### src/rtl/seg7_pkg.sv
// ============================================================================
// seg7_pkg : segment pattern type, constants and code->segment decode function
// Revision : 1.0
// ============================================================================
`default_nettype none

package seg7_pkg;

  typedef logic [6:0] seg_t;  // {a,b,c,d,e,f,g}, active low

  localparam seg_t SEG_BLANK = 7'h7F;
  localparam seg_t SEG_DASH  = 7'b1111110;

  localparam seg_t SEG_0 = 7'b0000001;
  localparam seg_t SEG_1 = 7'b1001111;
  localparam seg_t SEG_2 = 7'b0010010;
  localparam seg_t SEG_3 = 7'b0000110;
  localparam seg_t SEG_4 = 7'b1001100;
  localparam seg_t SEG_5 = 7'b0100100;
  localparam seg_t SEG_6 = 7'b0100000;
  localparam seg_t SEG_7 = 7'b0001111;
  localparam seg_t SEG_8 = 7'b0000000;
  localparam seg_t SEG_9 = 7'b0000100;
  localparam seg_t SEG_A = 7'b0001000;
  localparam seg_t SEG_B = 7'b1100000;
  localparam seg_t SEG_C = 7'b0110001;
  localparam seg_t SEG_D = 7'b1000010;
  localparam seg_t SEG_E = 7'b0110000;
  localparam seg_t SEG_F = 7'b0111000;

  // Packed table: entry i is the pattern for code i.
  localparam logic [15:0][6:0] SEG_HEX_TABLE = {
    SEG_F, SEG_E, SEG_D, SEG_C, SEG_B, SEG_A, SEG_9, SEG_8,
    SEG_7, SEG_6, SEG_5, SEG_4, SEG_3, SEG_2, SEG_1, SEG_0
  };

  function automatic seg_t seg7_decode(input logic [3:0] code, input logic hex_mode);
    seg_t seg;
    if ((code > 4'd9) && !hex_mode) seg = SEG_DASH;
    else                            seg = SEG_HEX_TABLE[code];
    return seg;
  endfunction

endpackage

`default_nettype wire

### src/rtl/seg7_scan_ctrl_decoder.sv
// ============================================================================
// seg7_decoder : combinational 4-bit code to active-low 7-segment pattern
// Revision     : 1.0
// ============================================================================
`default_nettype none

module seg7_decoder
  import seg7_pkg::*;
#(
  parameter int HEX_MODE = 0
) (
  input  logic [3:0] i_code,
  output seg_t       o_seg
);

  assign o_seg = seg7_decode(i_code, (HEX_MODE != 0));

endmodule

`default_nettype wire

### src/rtl/seg7_scan_ctrl.sv
// ============================================================================
// seg7_scan_ctrl : multiplexed common-anode 7-segment scanner with PWM
//                  brightness, per-digit enable/dp and optional blink
//                  (blink enabled by defining SEG7_BLINK_EN)
// Revision       : 1.0
// ============================================================================
`default_nettype none

module seg7_scan_ctrl
  import seg7_pkg::*;
#(
  parameter int NUM_DIGITS  = 8,
  parameter int REFRESH_DIV = 100000,
  parameter int BRIGHT_W    = 4,
  parameter int HEX_MODE    = 0,
  parameter int BLINK_DIV   = 50000000
) (
  input  logic                    clk,
  input  logic                    reset,
  input  logic [4*NUM_DIGITS-1:0] i_digits_in,
  input  logic [NUM_DIGITS-1:0]   i_dp_in,
  input  logic [NUM_DIGITS-1:0]   i_digit_en,
  input  logic [BRIGHT_W-1:0]     i_brightness,
`ifdef SEG7_BLINK_EN
  input  logic [NUM_DIGITS-1:0]   i_blink_mask,
`endif
  output logic [NUM_DIGITS-1:0]   o_anodes_n,
  output seg_t                    o_cathodes_n,
  output logic                    o_dp_n
);

  localparam int PRE_W = $clog2(REFRESH_DIV);
  localparam int IDX_W = $clog2(NUM_DIGITS);

  logic [PRE_W-1:0]        r_presc;
  logic [IDX_W-1:0]        r_scan;
  logic [BRIGHT_W-1:0]     r_pwm;
  logic [4*NUM_DIGITS-1:0] r_digits;
  logic [NUM_DIGITS-1:0]   r_dp;
  logic [NUM_DIGITS-1:0]   r_en;

  logic                    w_slot_tick;
  logic                    w_frame_wrap;
  logic [PRE_W-1:0]        w_presc_nxt;
  logic [IDX_W-1:0]        w_scan_nxt;
  logic [BRIGHT_W-1:0]     w_pwm_nxt;
  logic [4*NUM_DIGITS-1:0] w_digits_nxt;
  logic [NUM_DIGITS-1:0]   w_dp_nxt;
  logic [NUM_DIGITS-1:0]   w_en_nxt;
  logic                    w_lit;
  logic                    w_blinked;
  logic                    w_show;
  logic [3:0]              w_code;
  seg_t                    w_seg;

  assign w_slot_tick  = (r_presc == PRE_W'(REFRESH_DIV - 1));
  assign w_frame_wrap = w_slot_tick && (r_scan == IDX_W'(NUM_DIGITS - 1));
  assign w_presc_nxt  = w_slot_tick ? '0 : r_presc + 1'b1;
  assign w_scan_nxt   = w_frame_wrap ? '0 : (w_slot_tick ? r_scan + 1'b1 : r_scan);
  assign w_pwm_nxt    = r_pwm + 1'b1;

  // Snapshot is taken at frame start so a whole frame shows one coherent value.
  assign w_digits_nxt = w_frame_wrap ? i_digits_in : r_digits;
  assign w_dp_nxt     = w_frame_wrap ? i_dp_in     : r_dp;
  assign w_en_nxt     = w_frame_wrap ? i_digit_en  : r_en;

  assign w_lit = (&i_brightness) || (w_pwm_nxt < i_brightness);

`ifdef SEG7_BLINK_EN
  localparam int BLK_W = $clog2(BLINK_DIV);

  logic [BLK_W-1:0] r_blink_cnt;
  logic             r_blink_phase;
  logic             w_blink_hit;
  logic             w_blink_phase_nxt;

  assign w_blink_hit       = (r_blink_cnt == BLK_W'(BLINK_DIV - 1));
  assign w_blink_phase_nxt = r_blink_phase ^ w_blink_hit;
  assign w_blinked         = w_blink_phase_nxt && i_blink_mask[w_scan_nxt];

  always_ff @(posedge clk) begin
    if (reset) begin
      r_blink_cnt   <= '0;
      r_blink_phase <= 1'b0;
    end else begin
      r_blink_cnt   <= w_blink_hit ? '0 : r_blink_cnt + 1'b1;
      r_blink_phase <= w_blink_phase_nxt;
    end
  end
`else
  logic w_unused_blink_div;
  assign w_unused_blink_div = ^32'(BLINK_DIV);
  assign w_blinked          = 1'b0;
`endif

  assign w_show = w_lit && w_en_nxt[w_scan_nxt] && !w_blinked;
  assign w_code = w_digits_nxt[{w_scan_nxt, 2'b00} +: 4];

  seg7_decoder #(
    .HEX_MODE (HEX_MODE)
  ) u_decoder (
    .i_code (w_code),
    .o_seg  (w_seg)
  );

  // Outputs are computed from next-state so they change on the same edge as scan_idx.
  always_ff @(posedge clk) begin
    if (reset) begin
      r_presc      <= '0;
      r_scan       <= '0;
      r_pwm        <= '0;
      r_digits     <= '0;
      r_dp         <= '0;
      r_en         <= '0;
      o_anodes_n   <= '1;
      o_cathodes_n <= SEG_BLANK;
      o_dp_n       <= 1'b1;
    end else begin
      r_presc      <= w_presc_nxt;
      r_scan       <= w_scan_nxt;
      r_pwm        <= w_pwm_nxt;
      r_digits     <= w_digits_nxt;
      r_dp         <= w_dp_nxt;
      r_en         <= w_en_nxt;
      o_anodes_n   <= w_show ? ~(NUM_DIGITS'(1) << w_scan_nxt) : '1;
      o_cathodes_n <= w_show ? w_seg : SEG_BLANK;
      o_dp_n       <= w_show ? ~w_dp_nxt[w_scan_nxt] : 1'b1;
    end
  end

endmodule

`default_nettype wire
### config.mk
export PLATFORM = sky130hd
export DESIGN_NAME = seg7_scan_ctrl
export DESIGN_NICKNAME = d
export VERILOG_FILES = /design/src/rtl/seg7_pkg.sv /design/src/rtl/seg7_scan_ctrl_decoder.sv /design/src/rtl/seg7_scan_ctrl.sv
export SDC_FILE = /design/constraint.sdc
export NUM_CORES = 1
export LEC_CHECK = 0
export ABC_AREA = 1
export BUFFER_PORTS_ARGS = -buffer_cell sky130_fd_sc_hd__buf_2
export CAP_MARGIN = 30
export CORE_MARGIN = 2
export CORE_UTILIZATION = 40
export CTS_CLUSTER_SIZE = 40
export DETAILED_ROUTE_END_ITERATION = 7
export GPL_TIMING_DRIVEN = 1
export PLACE_DENSITY = 0.72
export RECOVER_POWER = 50
export SYNTH_ARGS = -nofsm -noshare
export SYNTH_HDL_FRONTEND = slang
export SYNTH_HIERARCHICAL = 1
export SYNTH_SLANG_ARGS = --single-unit
### constraint.sdc
create_clock -name clk -period 2.6 [get_ports clk]
set_input_delay 0.52 -clock clk [delete_from_list [all_inputs] [get_ports clk]]
set_output_delay 0.52 -clock clk [all_outputs]
set_load 0.02 [all_outputs]
==> impl_metrics.prom <==
# TYPE chip_impl_metric gauge
chip_impl_info{name="worst-setup-path-type",value="reg2reg"} 1
chip_impl_metric{name="post_synth_mux_area_share",unit="%"} 0.230
chip_impl_metric{name="whs",unit="ns"} 0.406
chip_impl_metric{name="critical_path_required",unit="ns"} 2.85
chip_impl_metric{name="min_path_cells",unit=""} 3
chip_impl_metric{name="dp_hpwl",unit="mm"} 8.35
chip_impl_metric{name="report.final.slew_viol_count",unit=""} 0
chip_impl_metric{name="setup_slack",unit="ns"} -0.0308
chip_impl_metric{name="gp_congestion",unit=""} 0.938
chip_impl_metric{name="ir_drop",unit="mV"} 0.190
chip_impl_metric{name="initial_utilization",unit="%"} 40.5
chip_impl_info{name="hp-start",value="i_digits_in[11]"} 1
chip_impl_metric{name="post-route-min-period",unit="ns"} 2.63
chip_impl_info{name="crit_chain",value="ha_2 -> ha_2 -> buf_4 -> nand3_4 -> buf_12 -> nand2_1 -> nand2_1 -> nand2_1 -> nand4_1 -> nand2_1 -> nand2_2 -> buf_4 -> ha_4 -> inv_1 -> nand2_1 -> nand3_1 -> nand3_1 -> inv_1 -> nand4_1"} 1
chip_impl_metric{name="synth_sequential_area_ratio",unit="%"} 40.5
chip_impl_metric{name="antenna_cells",unit=""} 0
chip_impl_metric{name="drt_drc_violations_left",unit=""} 0
chip_impl_metric{name="pwr-share-comb",unit="%"} 4.6
chip_impl_metric{name="drt_wl_total",unit="mm"} 11.7
chip_impl_metric{name="synth_simple_gate_area_share",unit="%"} 38.2
chip_impl_metric{name="critPathArrivalTime",unit="ns"} 2.88
chip_impl_metric{name="crit_path_max_fanout",unit=""} 17
chip_impl_metric{name="synthCells",unit=""} 618
chip_impl_metric{name="synthXorXnorAreaFrac",unit="%"} 1.01
chip_impl_info{name="tritoncts_clock_tree",value="done"} 1
chip_impl_metric{name="fmax",unit="GHz"} 0.380
chip_impl_metric{name="sw_frac_of_total",unit="%"} 23.0
chip_impl_metric{name="critical-path-max-stage-delay",unit="ns"} 0.35
chip_impl_metric{name="drive_above_1_share",unit="%"} 32.5
chip_impl_metric{name="timing.final.crit_share",unit="%"} 101
chip_impl_metric{name="synthesis.area",unit="mm^2"} 0.00435
chip_impl_metric{name="portBuffers",unit=""} 69
chip_impl_metric{name="hold_violations",unit=""} 0
chip_impl_metric{name="floorplan.rows",unit=""} 38
chip_impl_info{name="synth_top_family_by_area",value="simple AND/OR/NAND/NOR gates"} 1
chip_impl_metric{name="power_density",unit="mW/mm^2"} 434
chip_impl_metric{name="drtIter0Drc",unit=""} 193
chip_impl_metric{name="cap_viol_max_count",unit=""} 0
chip_impl_info{name="top_cell_by_count_worst_path",value="nand2_1"} 1
chip_impl_metric{name="areaGrowthSynthToFinish",unit="%"} 36.0
chip_impl_metric{name="ctsHtreeMaxLevel",unit=""} 3
chip_impl_metric{name="fin_worst_skew",unit="ns"} 0.00986
chip_impl_metric{name="core",unit="mm^2"} 0.0107
chip_impl_metric{name="r2r_slack",unit="ns"} -0.03
chip_impl_metric{name="cts.sinks",unit=""} 88
chip_impl_metric{name="globalRouteOverflowTotal",unit=""} 0
chip_impl_metric{name="drt-pass1-iter-count",unit=""} 5
chip_impl_metric{name="synth.distinct_cells",unit=""} 37
chip_impl_metric{name="route.vias.total",unit=""} 4428
chip_impl_info{name="crit_path_end_kind",value="flop"} 1
chip_impl_metric{name="drt-wirelength-per-cell",unit="um"} 13.0
chip_impl_metric{name="final_antenna_net_count",unit=""} 0
chip_impl_metric{name="finalCoreUtilization",unit="%"} 55.1
chip_impl_metric{name="relative_slew_slack",unit="%"} 19.9
chip_impl_metric{name="cp.buffers_inverters",unit=""} 5
chip_impl_metric{name="dp_slack",unit="ns"} -0.203
chip_impl_metric{name="maximum_number_of_pins_on_one_net_before_global_route_repair",unit=""} 57
chip_impl_info{name="critical-path-slowest-cell",value="dfxtp_2"} 1
chip_impl_metric{name="synth-compound-area-share",unit="%"} 7.53
chip_impl_metric{name="globalRouteTotalUtil",unit="%"} 20.3
chip_impl_metric{name="cts_made_buffers",unit=""} 9
chip_impl_info{name="rsz0062_at_grt",value="true"} 1
chip_impl_info{name="cpLargestDelayFamily",value="simple AND/OR/NAND/NOR gates"} 1
chip_impl_info{name="start_kind",value="flop"} 1
chip_impl_metric{name="cellInternalPower",unit="mW"} 1.98
chip_impl_metric{name="die_width",unit="um"} 108
chip_impl_metric{name="yosys.area_share.adder",unit="%"} 4.03
chip_impl_metric{name="vias_per_cell",unit=""} 4.90
chip_impl_metric{name="power.clock.fraction",unit="%"} 42.3
chip_impl_metric{name="cts.path.max_buffers",unit=""} 2
chip_impl_metric{name="fillerInstances",unit=""} 991
chip_impl_metric{name="grt_first_pass_wirelength",unit="mm"} 18.8
chip_impl_metric{name="worst_pin_slew",unit="ns"} 1.20
chip_impl_info{name="worst_hold_path_type",value="in2reg"} 1
chip_impl_metric{name="p_leak",unit="nW"} 2.75
chip_impl_info{name="timing.hold.worst_endpoint",value="r_digits[11]$_SDFF_PP0_"} 1
chip_impl_metric{name="power.share.sequential",unit="%"} 53.1
chip_impl_metric{name="setup_viol",unit=""} 3
chip_impl_metric{name="rr_worst_depth",unit=""} 19
chip_impl_metric{name="synthesis.yosys.warnings",unit=""} 6
chip_impl_info{name="failed_checks",value="setup timing"} 1
chip_impl_info{name="status",value="complete, but fails checks"} 1
chip_impl_metric{name="nNetsFinal",unit=""} 827
chip_impl_metric{name="num_io_pins",unit=""} 70
chip_impl_info{name="timing.rr.start",value="r_scan[1]$_SDFF_PP0_"} 1
chip_impl_metric{name="number_of_hold_buffers_added_after_cts",unit=""} 0
chip_impl_metric{name="mean_instance_size_in_the_synthesized_netlist",unit="um^2"} 7.04
chip_impl_metric{name="chipHeight",unit="um"} 108
chip_impl_metric{name="clk_transition_reported_paths",unit="ns"} 0.09
chip_impl_metric{name="first_global_vias",unit=""} 4160
chip_impl_metric{name="worstSkewPairLatency",unit="ns"} 0.38
chip_impl_info{name="clock_tree.root_cell",value="clkbuf_8"} 1
chip_impl_metric{name="synth_seq_cells",unit=""} 88
chip_impl_info{name="critical_path.reg2reg.endpoint",value="o_cathodes_n[6]$_SDFF_PP1_"} 1
chip_impl_metric{name="setup_total_negative_slack",unit="ns"} -0.0645
chip_impl_metric{name="net-switching-power",unit="mW"} 0.590
chip_impl_metric{name="floorplan.die_area",unit="mm^2"} 0.0117
chip_impl_metric{name="syn_nets",unit=""} 686
chip_impl_metric{name="antenna_found_initial",unit=""} 0
==> routing by layer <==
metal  global-route usage (%)  vias up  wire length, um
li1                         -     2251                -
met1                     25.7     2037             5280
met2                     34.1      114             5710
met3                     3.25       26              488
met4                     8.88        0              268
met5                        0        -                0
==> cell usage in the layout (no fill, tap or decap), types with 11 or more instances in the layout <==
| cell type | Yosys | routed |
|---|---|---|
| nand4_1 | 30 | 30 |
| clkbuf_1 | 7 | 17 |
| a21oi_1 | 42 | 42 |
| buf_4 | 2 | 72 |
| buf_2 | 7 | 52 |
| nand2_4 | 5 | 12 |
| nand3_1 | 26 | 21 |
| dfxtp_1 | 88 | 81 |
| nand2_2 | 7 | 14 |
| nor2_1 | 58 | 53 |
| nand2_1 | 196 | 182 |
| inv_2 | 6 | 11 |
| inv_1 | 60 | 52 |
==> cells by family (layout without fill, tap and decap cells) <==
kind of cell,count (synthesis),after routing
simple gates,359,360
flops,88,88
buf+inv,88,233
compound gates,63,63
fa+ha+maj,14,14
xor+xnor,5,5
mux,1,1
==> what timing repair did <==
action                     4_1_cts  5_1_grt
setup endpoints to repair        7        7
pin swaps                       10       21
gates resized for setup         19       45
buffers inserted                 8        5
cloned                           1        1
==> flip-flops by register name (all words and copies together) (netlist names) <==
register / flops
r_presc: 17
r_dp: 8
r_en: 8
o_dp_n: 1
o_anodes_n: 8
r_scan: 3
r_pwm: 4
r_digits: 32
o_cathodes_n: 7
==> per-stage QoR <==
| step | total power [mW] | cell area [um^2] | instances |
|---|---|---|---|
| after floorplan | 1.44 | 4440 | 618 |
| after global routing | 2.64 | 5920 | 904 |
| after global placement | 1.50 | 5350 | 873 |
| after detailed placement | 1.51 | 5350 | 873 |
| after CTS | 2.57 | 5720 | 898 |
| final | 2.57 | 5920 | 904 |
==> worst reg2reg max path: stages, from the launching register on <==
cell,delay [ns]
dfxtp_2,0.35
ha_2,0.18
ha_2,0.21
buf_4,0.21
nand3_4,0.15
buf_12,0.19
nand2_1,0.08
nand2_1,0.05
nand2_1,0.07
nand4_1,0.09
nand2_1,0.09
nand2_2,0.08
buf_4,0.16
ha_4,0.15
inv_1,0.07
nand2_1,0.07
nand3_1,0.07
nand3_1,0.07
inv_1,0.05
nand4_1,0.08
==> cell usage after synthesis, drive strengths merged <==
master    n  area [um^2]
nor3b     3         22.5
nand3    29          168
xor2      4         35.0
nand2   208          836
o21ai    18         97.6
clkinv    1         3.75
mux2i     1         10.0
or2       8         50.1
dfxtp    88         1760
buf      14         91.3
nor3     10         60.1
clkbuf    7         26.3
ha       14          175
nand4    31          200
o21a      1         7.51
nor2     68          314
xnor2     1         8.76
o22ai     2         12.5
a21oi    42          210
nand3b    1         7.51
inv      66          248
and3      1         6.26
==> power groups by stage <==
stage	combinational [mW]	clock, mW	sequential, mW
after detailed placement	0.115	0	1.39
final	0.118	1.09	1.36
after global routing	0.132	1.15	1.36
after floorplan	0.0509	0	1.39
after global placement	0.111	0	1.39
after CTS	0.116	1.10	1.36
==> worst max-delay path by stage <==
stage | from | to | cells after the start
global route | r_scan[0]$_SDFF_PP0_ | o_cathodes_n[6]$_SDFF_PP1_ | 19
floorplan | r_scan[0]$_SDFF_PP0_ | o_cathodes_n[3]$_SDFF_PP1_ | 19
global placement | r_presc[8]$_SDFF_PP0_ | o_cathodes_n[6]$_SDFF_PP1_ | 18
CTS | r_presc[0]$_SDFF_PP0_ | o_cathodes_n[1]$_SDFF_PP1_ | 19
detailed placement | r_presc[1]$_SDFF_PP0_ | o_cathodes_n[3]$_SDFF_PP1_ | 18
finish | r_scan[1]$_SDFF_PP0_ | o_cathodes_n[6]$_SDFF_PP1_ | 19
==> layout make-up <==
type,instances,area (um^2),area share (%)
repair buffers,150,1020,17.2
clock buffers,10,138,2.33
clock inverters,6,92.6,1.56
well taps,140,175,2.96
flip-flops and latches,88,1770,29.9
inverters,67,260,4.40
multi-input cells,443,2460,41.7
Power figures use the tool's default switching activity.
